**src/rtl/seq_ctrl_pkg.sv**
```systemverilog
// rtl/seq_ctrl_pkg.sv - shared state encoding for the sequence run controller
//
// Purpose: state encoding of the run controller, shared with the display and
// top-level logic that decodes the busy status from the state value.
// Ports: none (package).

package seq_ctrl_pkg;

  typedef enum logic [1:0] {
    ST_IDLE = 2'd0,
    ST_LOAD = 2'd1,
    ST_RUN  = 2'd2,
    ST_DONE = 2'd3
  } run_state_t;

  // Every state other than IDLE belongs to an active run.
  function automatic logic state_is_busy(input run_state_t s);
    return (s != ST_IDLE);
  endfunction

endpackage

```
**src/rtl/seq_run_ctrl_prescaler.sv**
```systemverilog
// rtl/seq_run_ctrl_prescaler.sv - programmable step prescaler for the run controller
//
// Purpose: divides the system clock into LFSR/FSM step strobes.
// Ports:
//   clk   in  system clock
//   rst_n in  asynchronous active-low reset
//   clr   in  synchronous clear of the phase counter
//   en    in  count enable
//   tick  out high in the enabled cycle where the counter sits at PRESCALE-1

module step_prescaler #(
  parameter int PRESCALE = 1
) (
  input  logic clk,
  input  logic rst_n,
  input  logic clr,
  input  logic en,
  output logic tick
);

  // Keep at least one counter bit so PRESCALE=1 still elaborates cleanly;
  // the counter then never leaves zero and tick follows en directly.
  localparam int            CW   = (PRESCALE > 1) ? $clog2(PRESCALE) : 1;
  localparam logic [CW-1:0] LAST = CW'(PRESCALE - 1);

  logic [CW-1:0] r_cnt;

  assign tick = en && (r_cnt == LAST);

  always_ff @(posedge clk or negedge rst_n) begin
    if (!rst_n) begin
      r_cnt <= '0;
    end else if (clr) begin
      r_cnt <= '0;
    end else if (en) begin
      if (tick) begin
        r_cnt <= '0;
      end else begin
        r_cnt <= r_cnt + 1'b1;
      end
    end
  end

endmodule

```
**src/rtl/seq_run_ctrl.sv**
```systemverilog
// rtl/seq_run_ctrl.sv - run controller sequencing one LFSR pass through the detector FSM
//
// Purpose: seeds the LFSR, clears the detector FSM, paces stepping through a
// prescaler, ends the run on the LFSR wrap flag and latches a saturating
// detection count for the display path.
// Ports:
//   clk, rst_n          clock, asynchronous active-low reset
//   start, abort        run request (IDLE only) and run cancel
//   max_tick            LFSR wrap flag, qualified by step_en
//   det_pulse           detector FSM hit, one clock per detection
//   lfsr_load, fsm_clr  seed the LFSR / clear the FSM (LOAD cycle)
//   step_en             advance LFSR and FSM
//   busy                run in progress (LOAD, RUN, DONE)
//   done                one-clock pulse after a normally completed run
//   result              detection count of the last completed run
//   result_valid        result belongs to a completed, non-aborted run
//   overflow            detection count saturated during the last run

module seq_run_ctrl
  import seq_ctrl_pkg::*;
#(
  parameter int WIDTH    = 16,
  parameter int PRESCALE = 1
) (
  input  logic             clk,
  input  logic             rst_n,
  input  logic             start,
  input  logic             abort,
  input  logic             max_tick,
  input  logic             det_pulse,
  output logic             lfsr_load,
  output logic             fsm_clr,
  output logic             step_en,
  output logic             busy,
  output logic             done,
  output logic [WIDTH-1:0] result,
  output logic             result_valid,
  output logic             overflow
);

  run_state_t       r_state;
  logic [WIDTH-1:0] r_cnt;
  logic             r_ovf;
  logic             r_lfsr_load;
  logic             r_fsm_clr;
  logic             r_done;
  logic [WIDTH-1:0] r_result;
  logic             r_result_valid;
  logic             r_overflow;

  logic             w_tick;
  logic             w_presc_clr;
  logic             w_presc_en;
  logic             w_count_en;
  logic [WIDTH-1:0] w_cnt_nxt;
  logic             w_ovf_nxt;

  assign w_presc_clr = (r_state == ST_LOAD);
  assign w_presc_en  = (r_state == ST_RUN);

  step_prescaler #(
    .PRESCALE (PRESCALE)
  ) u_prescaler (
    .clk   (clk),
    .rst_n (rst_n),
    .clr   (w_presc_clr),
    .en    (w_presc_en),
    .tick  (w_tick)
  );

  // DONE still counts: the FSM reports a hit one clock after the step that
  // produced it, so the final step's detection lands in DONE.
  assign w_count_en = det_pulse && ((r_state == ST_RUN) || (r_state == ST_DONE));

  // Saturating count; a hit at full scale only raises the sticky flag.
  always_comb begin
    w_cnt_nxt = r_cnt;
    w_ovf_nxt = r_ovf;
    if (w_count_en) begin
      if (&r_cnt) begin
        w_ovf_nxt = 1'b1;
      end else begin
        w_cnt_nxt = r_cnt + 1'b1;
      end
    end
  end

  always_ff @(posedge clk or negedge rst_n) begin
    if (!rst_n) begin
      r_state        <= ST_IDLE;
      r_cnt          <= '0;
      r_ovf          <= 1'b0;
      r_lfsr_load    <= 1'b0;
      r_fsm_clr      <= 1'b0;
      r_done         <= 1'b0;
      r_result       <= '0;
      r_result_valid <= 1'b0;
      r_overflow     <= 1'b0;
    end else begin
      r_lfsr_load <= 1'b0;
      r_fsm_clr   <= 1'b0;
      r_done      <= 1'b0;
      unique case (r_state)
        ST_IDLE: begin
          if (start && !abort) begin
            r_state     <= ST_LOAD;
            // Registered here so both strobes are high exactly in LOAD.
            r_lfsr_load <= 1'b1;
            r_fsm_clr   <= 1'b1;
          end
        end
        ST_LOAD: begin
          r_cnt <= '0;
          r_ovf <= 1'b0;
          if (abort) begin
            r_state        <= ST_IDLE;
            r_result_valid <= 1'b0;
          end else begin
            r_state <= ST_RUN;
          end
        end
        ST_RUN: begin
          if (abort) begin
            r_state        <= ST_IDLE;
            r_result_valid <= 1'b0;
          end else begin
            r_cnt <= w_cnt_nxt;
            r_ovf <= w_ovf_nxt;
            // The wrap flag only means something on a step cycle.
            if (w_tick && max_tick) begin
              r_state <= ST_DONE;
            end
          end
        end
        ST_DONE: begin
          r_state <= ST_IDLE;
          if (abort) begin
            r_result_valid <= 1'b0;
          end else begin
            r_cnt          <= w_cnt_nxt;
            r_ovf          <= w_ovf_nxt;
            r_result       <= w_cnt_nxt;
            r_overflow     <= w_ovf_nxt;
            r_result_valid <= 1'b1;
            r_done         <= 1'b1;
          end
        end
        default: begin
          r_state <= ST_IDLE;
        end
      endcase
    end
  end

  assign lfsr_load    = r_lfsr_load;
  assign fsm_clr      = r_fsm_clr;
  assign step_en      = w_tick;
  assign busy         = state_is_busy(r_state);
  assign done         = r_done;
  assign result       = r_result;
  assign result_valid = r_result_valid;
  assign overflow     = r_overflow;

endmodule

```
**config.mk**
```make
export PLATFORM = sky130hd
export DESIGN_NAME = seq_run_ctrl
export DESIGN_NICKNAME = d
export VERILOG_FILES = /design/src/rtl/seq_ctrl_pkg.sv /design/src/rtl/seq_run_ctrl_prescaler.sv /design/src/rtl/seq_run_ctrl.sv
export SDC_FILE = /design/constraint.sdc
export NUM_CORES = 1
export LEC_CHECK = 0
export ABC_CLOCK_PERIOD_IN_PS = 1900
export BUFFER_PORTS_ARGS = -buffer_cell sky130_fd_sc_hd__clkbuf_2
export CORE_MARGIN = 3
export CORE_UTILIZATION = 52
export CTS_CLUSTER_SIZE = 25
export DETAILED_ROUTE_END_ITERATION = 10
export HOLD_SLACK_MARGIN = 0.1
export PLACE_DENSITY = 0.76
export RECOVER_POWER = 50
export SETUP_SLACK_MARGIN = 0.02
export SLEW_MARGIN = 0
export SYNTH_ARGS = -nofsm -noshare
export SYNTH_HDL_FRONTEND = slang
export SYNTH_SLANG_ARGS = --single-unit
```
**constraint.sdc**
```tcl
create_clock -name clk -period 1.9 [get_ports clk]
set_input_delay 0.095 -clock clk [delete_from_list [all_inputs] [get_ports clk]]
set_output_delay 0.095 -clock clk [all_outputs]
set_load 0.02 [all_outputs]
```
### Word-level counts from Yosys, hierarchy flattened

Cells that the tools add are included.

| storage, ports and cells | value |
|---|---|
| flip-flop bits (word level) | 40 |
| bits of input ports | 6 |
| output and inout port bits | 23 |
| logic and storage cells | 60 |

| cells by class | value |
|---|---|
| add/sub/neg operators | 2 |
| equal/unequal tests | 7 |
| mux-type cells | 22 |
| bitwise logic cells | 2 |
| reductions and logical operators | 18 |

Operators with widths:

| cell | number |
|---|---|
| 16-bit 2-to-1 mux | 3 |
| 16-bit case mux with 2 select lines | 1 |
| 16-bit by 1-bit adder with 16-bit output (second input constant) | 1 |
| 16-bit AND reduction | 1 |
| 1-bit 2-to-1 mux | 11 |
| 2-bit 2-to-1 mux | 4 |
| 2-bit case mux with 4 select lines | 1 |
| 2-bit AND reduction | 4 |
| 2-bit nonzero test | 4 |
| 2-bit equality test (second input constant) | 2 |
| 1-bit logical AND | 4 |
| 2-bit inequality test (second input constant) | 2 |
| 1-bit case mux with 2 select lines | 2 |
| 2-bit OR reduction | 2 |
| 3-bit inequality test (second input constant) | 1 |
| 2-bit by 1-bit equality test with 1-bit output (second input constant) | 1 |
| 2-bit zero test | 1 |
| 2-bit by 1-bit inequality test with 1-bit output (second input constant) | 1 |
| 1-bit inverter | 2 |
| 1-bit adder (second input constant) | 1 |
| 1-bit zero test | 1 |
| 1-bit logical OR | 1 |

### Logic depth before layout (Yosys ltp)

Gate-level depths: netlist of run 1.

| logic depth | value |
|---|---|
| depth after elaboration | 6 |
| gate-level depth with buffers | 8 |

### Cells and area by module

Synthesis of run 1 repeated with hierarchy kept, for this count alone.

| second synthesis, totals | value |
|---|---|
| cells, all modules | 269 |
| area total of the unflattened synthesis | 2363.5 sq um |

Modules (own cells, without submodules):

| module | instances | cells an instance | area an instance (sq um) | sequential area each (sq um) |
|---|---|---|---|---|
| seq_run_ctrl | 1 | 266 | 2317.2 | 975.9 |
| step_prescaler | 1 | 3 | 46.3 | 25.0 |

### Worst setup path after synthesis of run 1

No wires, ideal clock.

| path | value |
|---|---|
| path kind | reg2reg |
| from | register r_state[0] |
| to | register r_cnt[5] |
| library setup time | 0.140 ns |
| data arrival time | 1.818 ns |
| data required time | 1.760 ns |
| setup slack | -0.058 ns |
| cell stages (with the launch flop) | 8 |
| buffers on the path | 0 |
| period minus slack after synthesis | 1.958 ns |
| path through | dfrtp_1 > inv_1 > ha_1 > o21ai_4 > or2_2 > nand2b_2 > o311ai_0 > o41ai_1 |

| on the way | value |
|---|---|
| cells in the longest elaborated chain, start to end | 6 |
| elaborated cells on any way between the ends | 12 |
| classes of those cells | eq/ne: 4; mux: 3; reduce/logical: 5 |

Ends and longest elaborated chain:

| element | RTL line | source |
|---|---|---|
| start, declared | seq_run_ctrl.sv:41 | `run_state_t r_state;` |
| start signal, assigned | seq_run_ctrl.sv:90 | `r_state <= ST_IDLE;` |
| start signal, assigned | seq_run_ctrl.sv:106 | `r_state <= ST_LOAD;` |
| start signal, assigned | seq_run_ctrl.sv:116 | `r_state <= ST_IDLE;` |
| 2-bit equality test | seq_run_ctrl.sv:73, seq_run_ctrl.sv:103 |  |
| 1-bit logical OR | seq_run_ctrl.sv:73 | `assign w_count_en = det_pulse && ((r_state == ST_RUN) \|\| (r_state == ST_DONE));` |
| 1-bit logical AND | seq_run_ctrl.sv:73 |  |
| 16-bit 2-to-1 mux | seq_run_ctrl.sv:79 | `if (w_count_en) begin` |
| 16-bit 2-to-1 mux | seq_run_ctrl.sv:123, seq_run_ctrl.sv:137 |  |
| 16-bit case mux with 2 select lines | seq_run_ctrl.sv:103 | `unique case (r_state)` |
| end signal, assigned | seq_run_ctrl.sv:127 | `r_cnt <= w_cnt_nxt;` |
| end signal, assigned | seq_run_ctrl.sv:140 | `r_cnt <= w_cnt_nxt;` |
| end, declared | seq_run_ctrl.sv:42 | `logic [WIDTH-1:0] r_cnt;` |

Parallel ways exist; a longest one is shown, timed or not. The select of a mux whose other input is x is not followed.
A chain may end at the register's enable or synchronous reset.

### Final worst setup path of run 1

Ends and elaborated chain as after synthesis.

==> results by group, run 1 <==
GRT
  – Initial antenna violation count: 0
  – Vias in the first global route: roughly 1800
  – Largest net degree at the start of global routing: approximately 40
  – GRT overflow: 0
  – Tot GR Track Use: about a fifth
  – Global-route wire length before repair: ~8400 µm

Logic synthesis
  – Synth Area in Compound Gates: 17.5%
  – Asr flop ratio synth: between 90% and 100%
  – Netlist cell types: between 50 and 60
  – Synth Area in Simple Gates: about 24%
  – Adder-Cell Fraction of Synth Area: 2.74%
  – Ys flop type: dfrtp_1
  – Largest family of logic cells by synthesized area: simple AND/OR/NAND/NOR gates
  – Synth area leaders: dfrtp_1 (44%), nand2_1 (5.3%), o21ai_0 (4.6%)
  – Yosys top cell area share: around 44%
  – Post-synth EDFFs: 0
  – Synth Net Count: between 200 and 250
  – Synthesis Warnings: 0
  – Synthesized flop and latch total: 40
  – Post-synthesis cell count: roughly 230
  – Post-Syn Area: around 0.0023 mm²
  – Post-Syn Area per Cell: about 9.9 µm²
  – Post-synthesis sequential area ratio: a little over two fifths
  – Mux cell area share after synthesis: 2.19%
  – Synth Area in XOR/XNOR: roughly 5.0%
  – Leading area contributor after synthesis: dfrtp_1

Drt
  – Via count: between 1500 and 2000
  – Drt total wl: ~5000 µm
  – ANT nets after route: 0
  – Drt via density: roughly 5.6
  – DR WL/cell: approximately 15 µm
  – DR iter-0 viols: 164
  – Router iterations before antenna repair: 4
  – Residual DRC: 0

Power
  – Design Power: just under 3 mW
  – Sequential share of power: around a third
  – Power Density: between 1000 and 1500 mW/mm²
  – Clock power share: 28.5%
  – VDD IR-drop max: a little over 0.0008 V
  – Switch Pwr: between 1 and 1.5 mW
  – Sw frac: between 30% and 40%
  – Static leakage: about 1.3 nW
  – Comb pwr share: 36.9%
  – Internal Pwr Total: approximately 1.9 mW

STA
  – Skew final: between 0.006 and 0.007 ns
  – Final Max Slew Viols: 0
  – Final setup fails: 0
  – FMAX: 556 MHz
  – RSZ-0062 raised after global routing: true
  – Tcrit/Tclk final: a little over nine tenths
  – Setup TNS: 0 ns
  – Relative slew margins: between 30% and 40%
  – Worst slew pin tran: about 0.96 ns
  – Period minus WS final: 1.80 ns
  – Final hold violations: 0

Layout
  – Nets: roughly 300
  – Design Area, Final: between 0.002 and 0.003 mm²
  – Area grow syn2layout: 25.2%
  – Number of diodes: 0
  – Layout cell share with drive strength beyond 1: a little under a third

Setup path
  – WP data required: ~2.1 ns
  – Peak per-stage delay on the critical path: approximately 0.42 ns
  – Crit path DAT: 1.97 ns
  – CP Cell Sequence: inv_2 -> ha_4 -> o21ai_4 -> or2_2 -> nand2b_4 -> o311ai_1 -> o41ai_1
  – Worst setup EP type: register
  – Setup crit start kind: register
  – Largest delay contributor family on the critical path: simple AND/OR/NAND/NOR gates
  – Worst path bufs/invs: 1
  – CP max FO: 6
  – Worst R2R Setup Slack: about 0.1 ns
  – Setup CP Type: reg -> reg
  – Crit-path slowest cell: dfrtp_1

Clock network
  – Num CTS Buffers: 5
  – TritonCTS clock tree: yes
  – Root Driver: clkbuf_8
  – Longest Clk Path Bufs: 2
  – H-tree depth: 2
  – CTS sink cnt: 40
  – Worst skew pair latency: between 0.2 and 0.3 ns
  – Clock slew at reported path FFs: roughly 0.080 ns

Placed design
  – Post-DP HPWL: around 3700 µm
  – Port-buffer cells: 28
  – RePlAce Congestion: ~0.86
  – Cell Area, Placed: 0.00261 mm²

Status
  – Outcome: finished clean

Die
  – Core outline area: roughly 0.004 mm²
  – Initial Utilization: between 50% and 60%
  – Row Count: 23
  – Die X: 72.3 µm
  – IO Pins: 29
  – Die area: approximately 0.0052 mm²
  – Die Y: between 70 and 80 µm

Job
  – Max-cap violations: 0

Worst hold path
  – HP Class: in -> reg
state kept, by name, summed over array words and instances (netlist names):
signal	flops
r_state	2
result_valid	1
fsm_clr	1
r_cnt	16
overflow	1
done	1
r_ovf	1
result	16
u_prescaler.r_cnt	1
final timing paths:
check / start / to / cells past startpoint
worst max-delay path: r_state[0] / r_cnt[5] / 7
worst min-delay path: det_pulse / r_cnt[2] / 3
worst max register to register: r_state[0] / r_cnt[5] / 7
worst min register to register: result[4] / result[4] / 2
max in group asynchronous: rst_n / r_cnt[7] / 3
min in group asynchronous: rst_n / result[3] / 3
metal layers:
layer  global-route usage [%]  share of wire [%]  routed length [µm]
met1                     27.8                 46                2390
met2                     33.3                 48                2480
met3                     3.74                3.9                 199
met4                     6.47                1.4                  70
met5                        0                  0                   0
worst min-delay path, delay by kind of cell:
family / cells / cell delay (ns)
buffers and inverters: 1 / 0.13
AO/OA/AOI/OAI: 1 / 0.07
AND/OR/NAND/NOR: 1 / 0.10
power by group through the flow:
stage          clock network [mW]  registers, mW  logic (mW)
2_1_floorplan                   0           1.09       0.614
3_3_place_gp                    0           1.02       0.988
3_5_place_dp                    0           1.02        1.00
4_1_cts                     0.834           1.01        1.03
5_1_grt                     0.864           1.02        1.17
6_report                    0.824           1.00        1.07
kinds of logic after synthesis:
group | Yosys count
buffers and inverters | 18
and+or+nand+nor | 89
xor gates and xnor gates | 13
adders and majority gates | 5
muxes | 5
DFF | 40
AOI/OAI and AO/OA | 62
timing repair:
action                                  CTS  global route
pin swaps                                 0             7
endpoints found under the hold margin    41             0
gates resized for setup                   4            21
hold buffers                              2             0
endpoints found under the setup margin    5            26
buffers inserted                          1             3
layout make-up:
class,instances,area (µm²)
Sequential cell,40,1000
Clock buffer,5,68.8
Tap cell,50,62.6
Multi-Input combinational cell,174,1280
Timing Repair Buffer,58,358
Clock inverter,2,60.1
Fill cell,321,1250
Inverter,8,30.0
cell usage after synthesis (4+ instances only):
library cell and instances:
dfrtp_1 40, nand2_1 32, o21ai_0 21, nor2_1 13, a21oi_1 11, xnor2_1 10, inv_1 8, ha_1 5
mux2i_1 5, nor3_1 4, nor3_2 4, o21ai_1 4, o31ai_1 4, or2_2 4
through the flow:
step	hold slack (ns)	setup slack, ns	std cells	util, %
2_1_floorplan	-0.201	0.0316	232	-
3_3_place_gp	0.185	0.0439	324	63.5
3_5_place_dp	0.181	-0.0422	324	63.5
4_1_cts	0.138	0.0254	334	67.6
5_1_grt	0.140	0.00560	337	69.6
6_report	0.150	0.100	337	69.6
cell usage in the layout, fill, tap and decap left out, types with 3 or more instances in the layout:
| master | instances |
|---|---|
| dfrtp_1 | 37 |
| nand2_1 | 30 |
| buf_4 | 26 |
| o21ai_0 | 18 |
| clkbuf_2 | 18 |
| nor2_1 | 12 |
| a21oi_1 | 11 |
| clkbuf_1 | 11 |
| xnor2_1 | 10 |
| inv_1 | 7 |
| o21ai_1 | 6 |
| mux2i_1 | 5 |
| clkbuf_8 | 5 |
| or2_2 | 4 |
| nor3_1 | 4 |
| nor2b_1 | 3 |
| a31oi_1 | 3 |
| nor3_4 | 3 |
| o31ai_1 | 3 |
| a32o_1 | 3 |
| dfrtp_2 | 3 |
No activity file was read; power rests on OpenSTA's default activity.
==> inputs of run 2 (changes only) <==
- CORE_MARGIN: 3 -> 1.5
- PLACE_DENSITY: 0.76 -> 0.86
==> results by group, run 2 (same netlist as run 1, synthesis figures left out) <==
Status
  – Outcome: finished clean

Die
  – Die X: 69.3 µm (-4.1%)
  – Die Y: 69.3 µm (-4.1%)
  – Row Count: 23 (unchanged)
  – IO Pins: 29 (unchanged)
  – Die area: 0.00481 mm² (-8.1%)
  – Initial Utilization: 55.6% (unchanged)
  – Core outline area: 0.00412 mm² (unchanged)

Drt
  – Drt total wl: 5140 µm (about the same)
  – DR iter-0 viols: 195 (+19%)
  – DR WL/cell: 15.3 µm (+0.40%)
  – Via count: 1922 (+1.7%)
  – ANT nets after route: 0 (unchanged)
  – Router iterations before antenna repair: 5 (+1)
  – Drt via density: 5.72 (+2.0%)
  – Residual DRC: 0 (unchanged)

Power
  – Static leakage: 1.27 nW (-3.6%)
  – Sw frac: 38.9% (+3.9 points)
  – Comb pwr share: 40.2% (+3.3 points)
  – Clock power share: 21.5% (-7.0 points)
  – Sequential share of power: 38.3% (+3.7 points)
  – Power Density: 949 mW/mm² (-6.1%)
  – VDD IR-drop max: 0.000788 V (-2.1%)
  – Internal Pwr Total: 1.62 mW (-14%)
  – Switch Pwr: 1.03 mW (+1.5%)

Setup path
  – CP Cell Sequence: ha_2 -> o21ai_4 -> or2_2 -> nand2b_2 -> o311ai_2 -> o41ai_1
  – Peak per-stage delay on the critical path: 0.42 ns (about the same)
  – WP data required: 2.08 ns (about the same)
  – Crit path DAT: 2.07 ns (+0.10 ns)
  – Setup crit start kind: register
  – CP max FO: 7 (+1)
  – Worst setup EP type: register
  – Crit-path slowest cell: dfrtp_2
  – Setup CP Type: reg -> reg

Clock network
  – Clock slew at reported path FFs: 0.08 ns (about the same)
  – H-tree depth: 2 (unchanged)
  – Worst skew pair latency: 0.30 ns (about the same)
  – Root Driver: clkbuf_8
  – Longest Clk Path Bufs: 2 (unchanged)
  – Num CTS Buffers: 5 (unchanged)
  – TritonCTS clock tree: yes
  – CTS sink cnt: 40 (unchanged)

GRT
  – GRT overflow: 0 (unchanged)
  – Largest net degree at the start of global routing: 16 (-61%)
  – Initial antenna violation count: 0 (unchanged)
  – Vias in the first global route: 1779 (-1.5%)
  – Tot GR Track Use: 22.1% (+1.5 points)
  – Global-route wire length before repair: 8470 µm (+0.58%)

Layout
  – Layout cell share with drive strength beyond 1: 32.2% (+0.81 points)
  – Final Util: 67.7% (-1.9 points)
  – Commonest non-fill, non-tap cell in the layout: dfrtp_1
  – Nets: 296 (-0.67%)
  – Area grow syn2layout: 21.9%
  – Commonest cells after routing, fill and taps aside: dfrtp_1 (36), nand2_1 (31), buf_4 (24)
  – Number of diodes: 0 (unchanged)
  – Area of the multi-input gates: 0.00126 mm² (-1.5%)
  – Register area: 0.00101 mm² (+0.12%)
  – Fillers: 324 (+0.93%)

STA
  – FMAX: 529 MHz (-4.7%)
  – Tcrit/Tclk final: 99.4% (+4.7 points)
  – Skew final: 0.00722 ns (+0.000467 ns)
  – RSZ-0062 raised after global routing: true
  – Final hold violations: 0 (unchanged)
  – Final Max Slew Viols: 0 (unchanged)
  – Period minus WS final: 1.89 ns (+0.0892 ns)
  – WHS: 0.154 ns (+0.00407 ns)
  – Final setup fails: 0 (unchanged)
  – Worst slew pin tran: 0.821 ns (-0.141 ns)
  – Relative slew margins: 45.2% (+9.4 points)

Worst hold path
  – HP Class: in -> reg

Placed design
  – RePlAce Congestion: 0.888 (+3.7%)
  – Port-buffer cells: 28 (unchanged)
  – Post-DP HPWL: 3720 µm (+1.2%)

Job
  – Max-cap violations: 0 (unchanged)
## run 2: cell count changes in the layout (fill, tap and decap cells not counted), moves of 2 or more
cell / before / now
xnor2_1: 10 / 8
bufinv_16: 2 / 0
o311ai_1: 2 / 0
buf_4: 26 / 24
clkinv_2: 0 / 2
clkbuf_1: 11 / 8
xnor2_2: 0 / 2
clkbuf_2: 18 / 22
## run 2: critical path, delay by kind of cell, from the launching register on
kind                     cells  cell delay [ns]
AO/OA/AOI/OAI                3             0.53
adder cells (fa/ha/maj)      1             0.24
flip-flops                   1             0.42
AND/OR/NAND/NOR              2             0.58
## run 2: worst paths after layout
kind | depth (start not counted) | from | slack, ns | endpoint
hold / removal | 3 | det_pulse | 0.15 | r_cnt[2]
hold reg to reg | 2 | result[7] | 0.48 | result[7]
max in group asynchronous | 3 | rst_n | 0.64 | r_cnt[8]
setup / recovery | 6 | r_state[1] | 0.01 | r_cnt[5]
setup reg to reg | 6 | r_state[1] | 0.01 | r_cnt[5]
min in group asynchronous | 2 | rst_n | 0.40 | r_cnt[13]
## run 2: area by class of cell
type	count	area share, %
clock buffers	5	2.47
flip-flops and latches	40	36.1
clock inverters	3	0.673
well taps	50	2.24
repair buffers	56	12.2
multi-input cells	174	45.2
inverters	8	1.08
## run 2: routing by layer
metal	wire length [µm]	up-vias	global-route usage, %
met5	0	-	0
met4	21	0	7.63
met3	325	6	5.81
met2	2530	86	36.1
met1	2270	893	28.3
li1	-	937	-
## run 2: timing repair
| action | 4_1_cts | 5_1_grt |
|---|---|---|
| hold endpoints to repair | 41 | 0 |
| gates resized for setup | 6 | 13 |
| hold buffers | 2 | 0 |
| setup buffers | 0 | 3 |
| pin swaps | 0 | 8 |
| setup endpoints to repair | 5 | 20 |
## run 2: power groups by stage
stage,clock network [mW],logic [mW],registers (mW)
3_5_place_dp,0,1.00,1.03
4_1_cts,0.576,1.02,1.01
5_1_grt,0.612,1.16,1.03
3_3_place_gp,0,0.971,1.02
2_1_floorplan,0,0.614,1.09
6_report,0.568,1.06,1.01
## run 2: stage by stage
stage / setup TNS [ns] / cell area (µm²) / setup WS (ns) / total power, mW / instances
2_1_floorplan: 0 / 2300 / 0.0316 / 1.71 / 232
3_3_place_gp: 0 / 2610 / 0.0395 / 1.99 / 323
3_5_place_dp: -0.0965 / 2610 / -0.0965 / 2.03 / 323
4_1_cts: 0 / 2720 / 0.0248 / 2.61 / 333
5_1_grt: -0.149 / 2790 / -0.0885 / 2.80 / 336
6_report: 0 / 2790 / 0.0111 / 2.64 / 336
==> inputs of run 3 (changes only) <==
- PLACE_DENSITY: 0.86 -> 0.76
==> results by group, run 3 (same netlist as run 1, synthesis figures left out) <==
Drt
  – Drt total wl: 5130 µm (-0.23%)
  – ANT nets after route: 0 (unchanged)
  – Residual DRC: 0 (unchanged)
  – DR WL/cell: 14.9 µm (-2.3%)
  – Router iterations before antenna repair: 4 (-1)
  – Drt via density: 5.68 (-0.66%)
  – Via count: 1949 (+1.4%)
  – DR iter-0 viols: 165 (-15%)

Layout
  – Layout cell share with drive strength beyond 1: 33.4% (+1.3 points)
  – Commonest cells after routing, fill and taps aside: dfrtp_1 (38), nand2_1 (31), buf_4 (31)
  – Non-filler cells, final: 343 (+2.1%)
  – Commonest non-fill, non-tap cell in the layout: dfrtp_1
  – Final Util: 69.5% (+1.7 points)
  – Number of diodes: 0 (unchanged)
  – Area grow syn2layout: 25.0%
  – Nets: 303 (+2.4%)

STA
  – Worst slew pin tran: 0.999 ns (+0.178 ns)
  – Skew final: 0.00398 ns (-0.00324 ns)
  – FMAX: 538 MHz (+1.6%)
  – Relative slew margins: 33.4% (-12 points)
  – Period minus WS final: 1.86 ns (-0.0301 ns)
  – Final setup fails: 0 (unchanged)
  – Final hold violations: 0 (unchanged)
  – RSZ-0062 raised after global routing: true
  – WHS: 0.129 ns (-0.0246 ns)
  – Final Max Slew Viols: 0 (unchanged)
  – Tcrit/Tclk final: 97.8% (-1.6 points)

Die
  – Initial Utilization: 55.6% (unchanged)
  – Row Count: 23 (unchanged)
  – Die Y: 69.3 µm (unchanged)
  – Die area: 0.00481 mm² (unchanged)
  – Die X: 69.3 µm (unchanged)
  – Core outline area: 0.00412 mm² (unchanged)
  – IO Pins: 29 (unchanged)

Power
  – Static leakage: 1.31 nW (+3.2%)
  – Sequential share of power: 35.8% (-2.5 points)
  – Comb pwr share: 39.4% (-0.8 points)
  – Clock power share: 24.9% (+3.4 points)
  – Power Density: 981 mW/mm² (+3.4%)
  – Sw frac: 36.6% (-2.3 points)
  – Switch Pwr: 1.03 mW (-0.14%)
  – Internal Pwr Total: 1.78 mW (+9.9%)
  – VDD IR-drop max: 0.000858 V (+9.0%)

Clock network
  – Longest Clk Path Bufs: 2 (unchanged)
  – Root Driver: clkbuf_8
  – Clock slew at reported path FFs: 0.08 ns (about the same)
  – TritonCTS clock tree: yes
  – Worst skew pair latency: 0.30 ns (about the same)
  – Num CTS Buffers: 5 (unchanged)
  – CTS sink cnt: 40 (unchanged)
  – H-tree depth: 2 (unchanged)

Job
  – Max-cap violations: 0 (unchanged)

Placed design
  – Inst Count DP: 326 (+0.93%)
  – Post-DP HPWL: 3580 µm (-3.7%)
  – Port-buffer cells: 28 (unchanged)
  – RePlAce Congestion: 0.855 (-3.7%)

GRT
  – Largest net degree at the start of global routing: 41 (+25)
  – Global-route wire length before repair: 8180 µm (-3.5%)
  – Tot GR Track Use: 21.2% (-0.89 points)
  – Initial antenna violation count: 0 (unchanged)
  – Vias in the first global route: 1720 (-3.3%)
  – GRT overflow: 0 (unchanged)

Worst hold path
  – HP Class: in -> reg

Setup path
  – CP max FO: 7 (unchanged)
  – Worst R2R Setup Slack: 0.04 ns (+0.03 ns)
  – Worst setup EP type: register
  – WP data required: 2.06 ns (-0.02 ns)
  – Crit-path slowest cell: or3_4
  – Setup CP Type: reg -> reg
  – Peak per-stage delay on the critical path: 0.44 ns (+0.02 ns)
  – CP Cell Sequence: ha_2 -> o21ai_4 -> or3_4 -> nor3_4 -> mux2i_1 -> o21ai_0
  – Setup crit start kind: register
  – Crit path DAT: 2.02 ns (-0.05 ns)

Status
  – Outcome: finished clean
==> run 3: cell types whose count changed in the layout (fill, tap and decap cells not counted), moves of 2 or more <==
| cell | change |
|---|---|
| buf_4 | +7 |
| a21oi_1 | -2 |
| a21oi_2 | +2 |
| dfrtp_1 | +2 |
| dfrtp_2 | -2 |
| o21ai_0 | +2 |
| o21ai_1 | -2 |
==> run 3: worst max-delay path, delay by kind of cell (launching register included) <==
| kind | cells | cell delay, ns |
|---|---|---|
| simple gates | 2 | 0.66 |
| flops | 1 | 0.42 |
| compound gates | 2 | 0.20 |
| fa+ha+maj | 1 | 0.24 |
| mux | 1 | 0.22 |
==> run 3: final cells by class <==
class | instances | area, µm²
inverter | 8 | 30.0
fill | 309 | 1260
timing repair buffer | 63 | 399
sequential | 40 | 1000
clock inverter | 2 | 35.0
multi-input combinational | 174 | 1260
clock buffer | 6 | 72.6
tap | 50 | 62.6
==> run 3: per-layer routing <==
layer,track usage (%),share of wire [%],up-vias
met3,4.22,5.4,13
met5,0,0,-
met2,32.2,48,73
met4,9.15,2.2,0
met1,29.4,44,913
li1,-,-,950
==> run 3: power groups by stage <==
stage	combinational, mW	clock [mW]	sequential, mW
floorplan	0.614	0	1.09
global placement	0.989	0	1.02
finish	1.10	0.697	1.00
global route	1.21	0.742	1.02
CTS	1.03	0.709	1.01
detailed placement	1.01	0	1.02
==> run 3: timing repair <==
item                                    CTS  global route
hold buffers                              2             0
pin swaps                                 1             6
endpoints found under the setup margin    5            18
endpoints found under the hold margin    41             0
setup buffers                             1             6
resized for setup                         3            13
==> run 3: final timing paths <==
check | startpoint | cells past startpoint | endpoint
max | r_state[1] | 6 | result[14]
min | det_pulse | 3 | r_cnt[2]
max reg2reg | r_state[1] | 6 | result[14]
min reg2reg | result[10] | 2 | result[10]
max in group asynchronous | rst_n | 3 | r_cnt[7]
min in group asynchronous | rst_n | 3 | result[1]
==> run 3: through the flow <==
stage,area (µm²),setup WS [ns],power (mW),TNS (ns)
floorplan,2300,0.0316,1.71,0
global placement,2630,0.0385,2.01,0
detailed placement,2630,-0.0401,2.03,-0.0493
CTS,2770,0.0322,2.75,0
global route,2860,-0.0412,2.97,-0.0968
finish,2860,0.0411,2.80,0
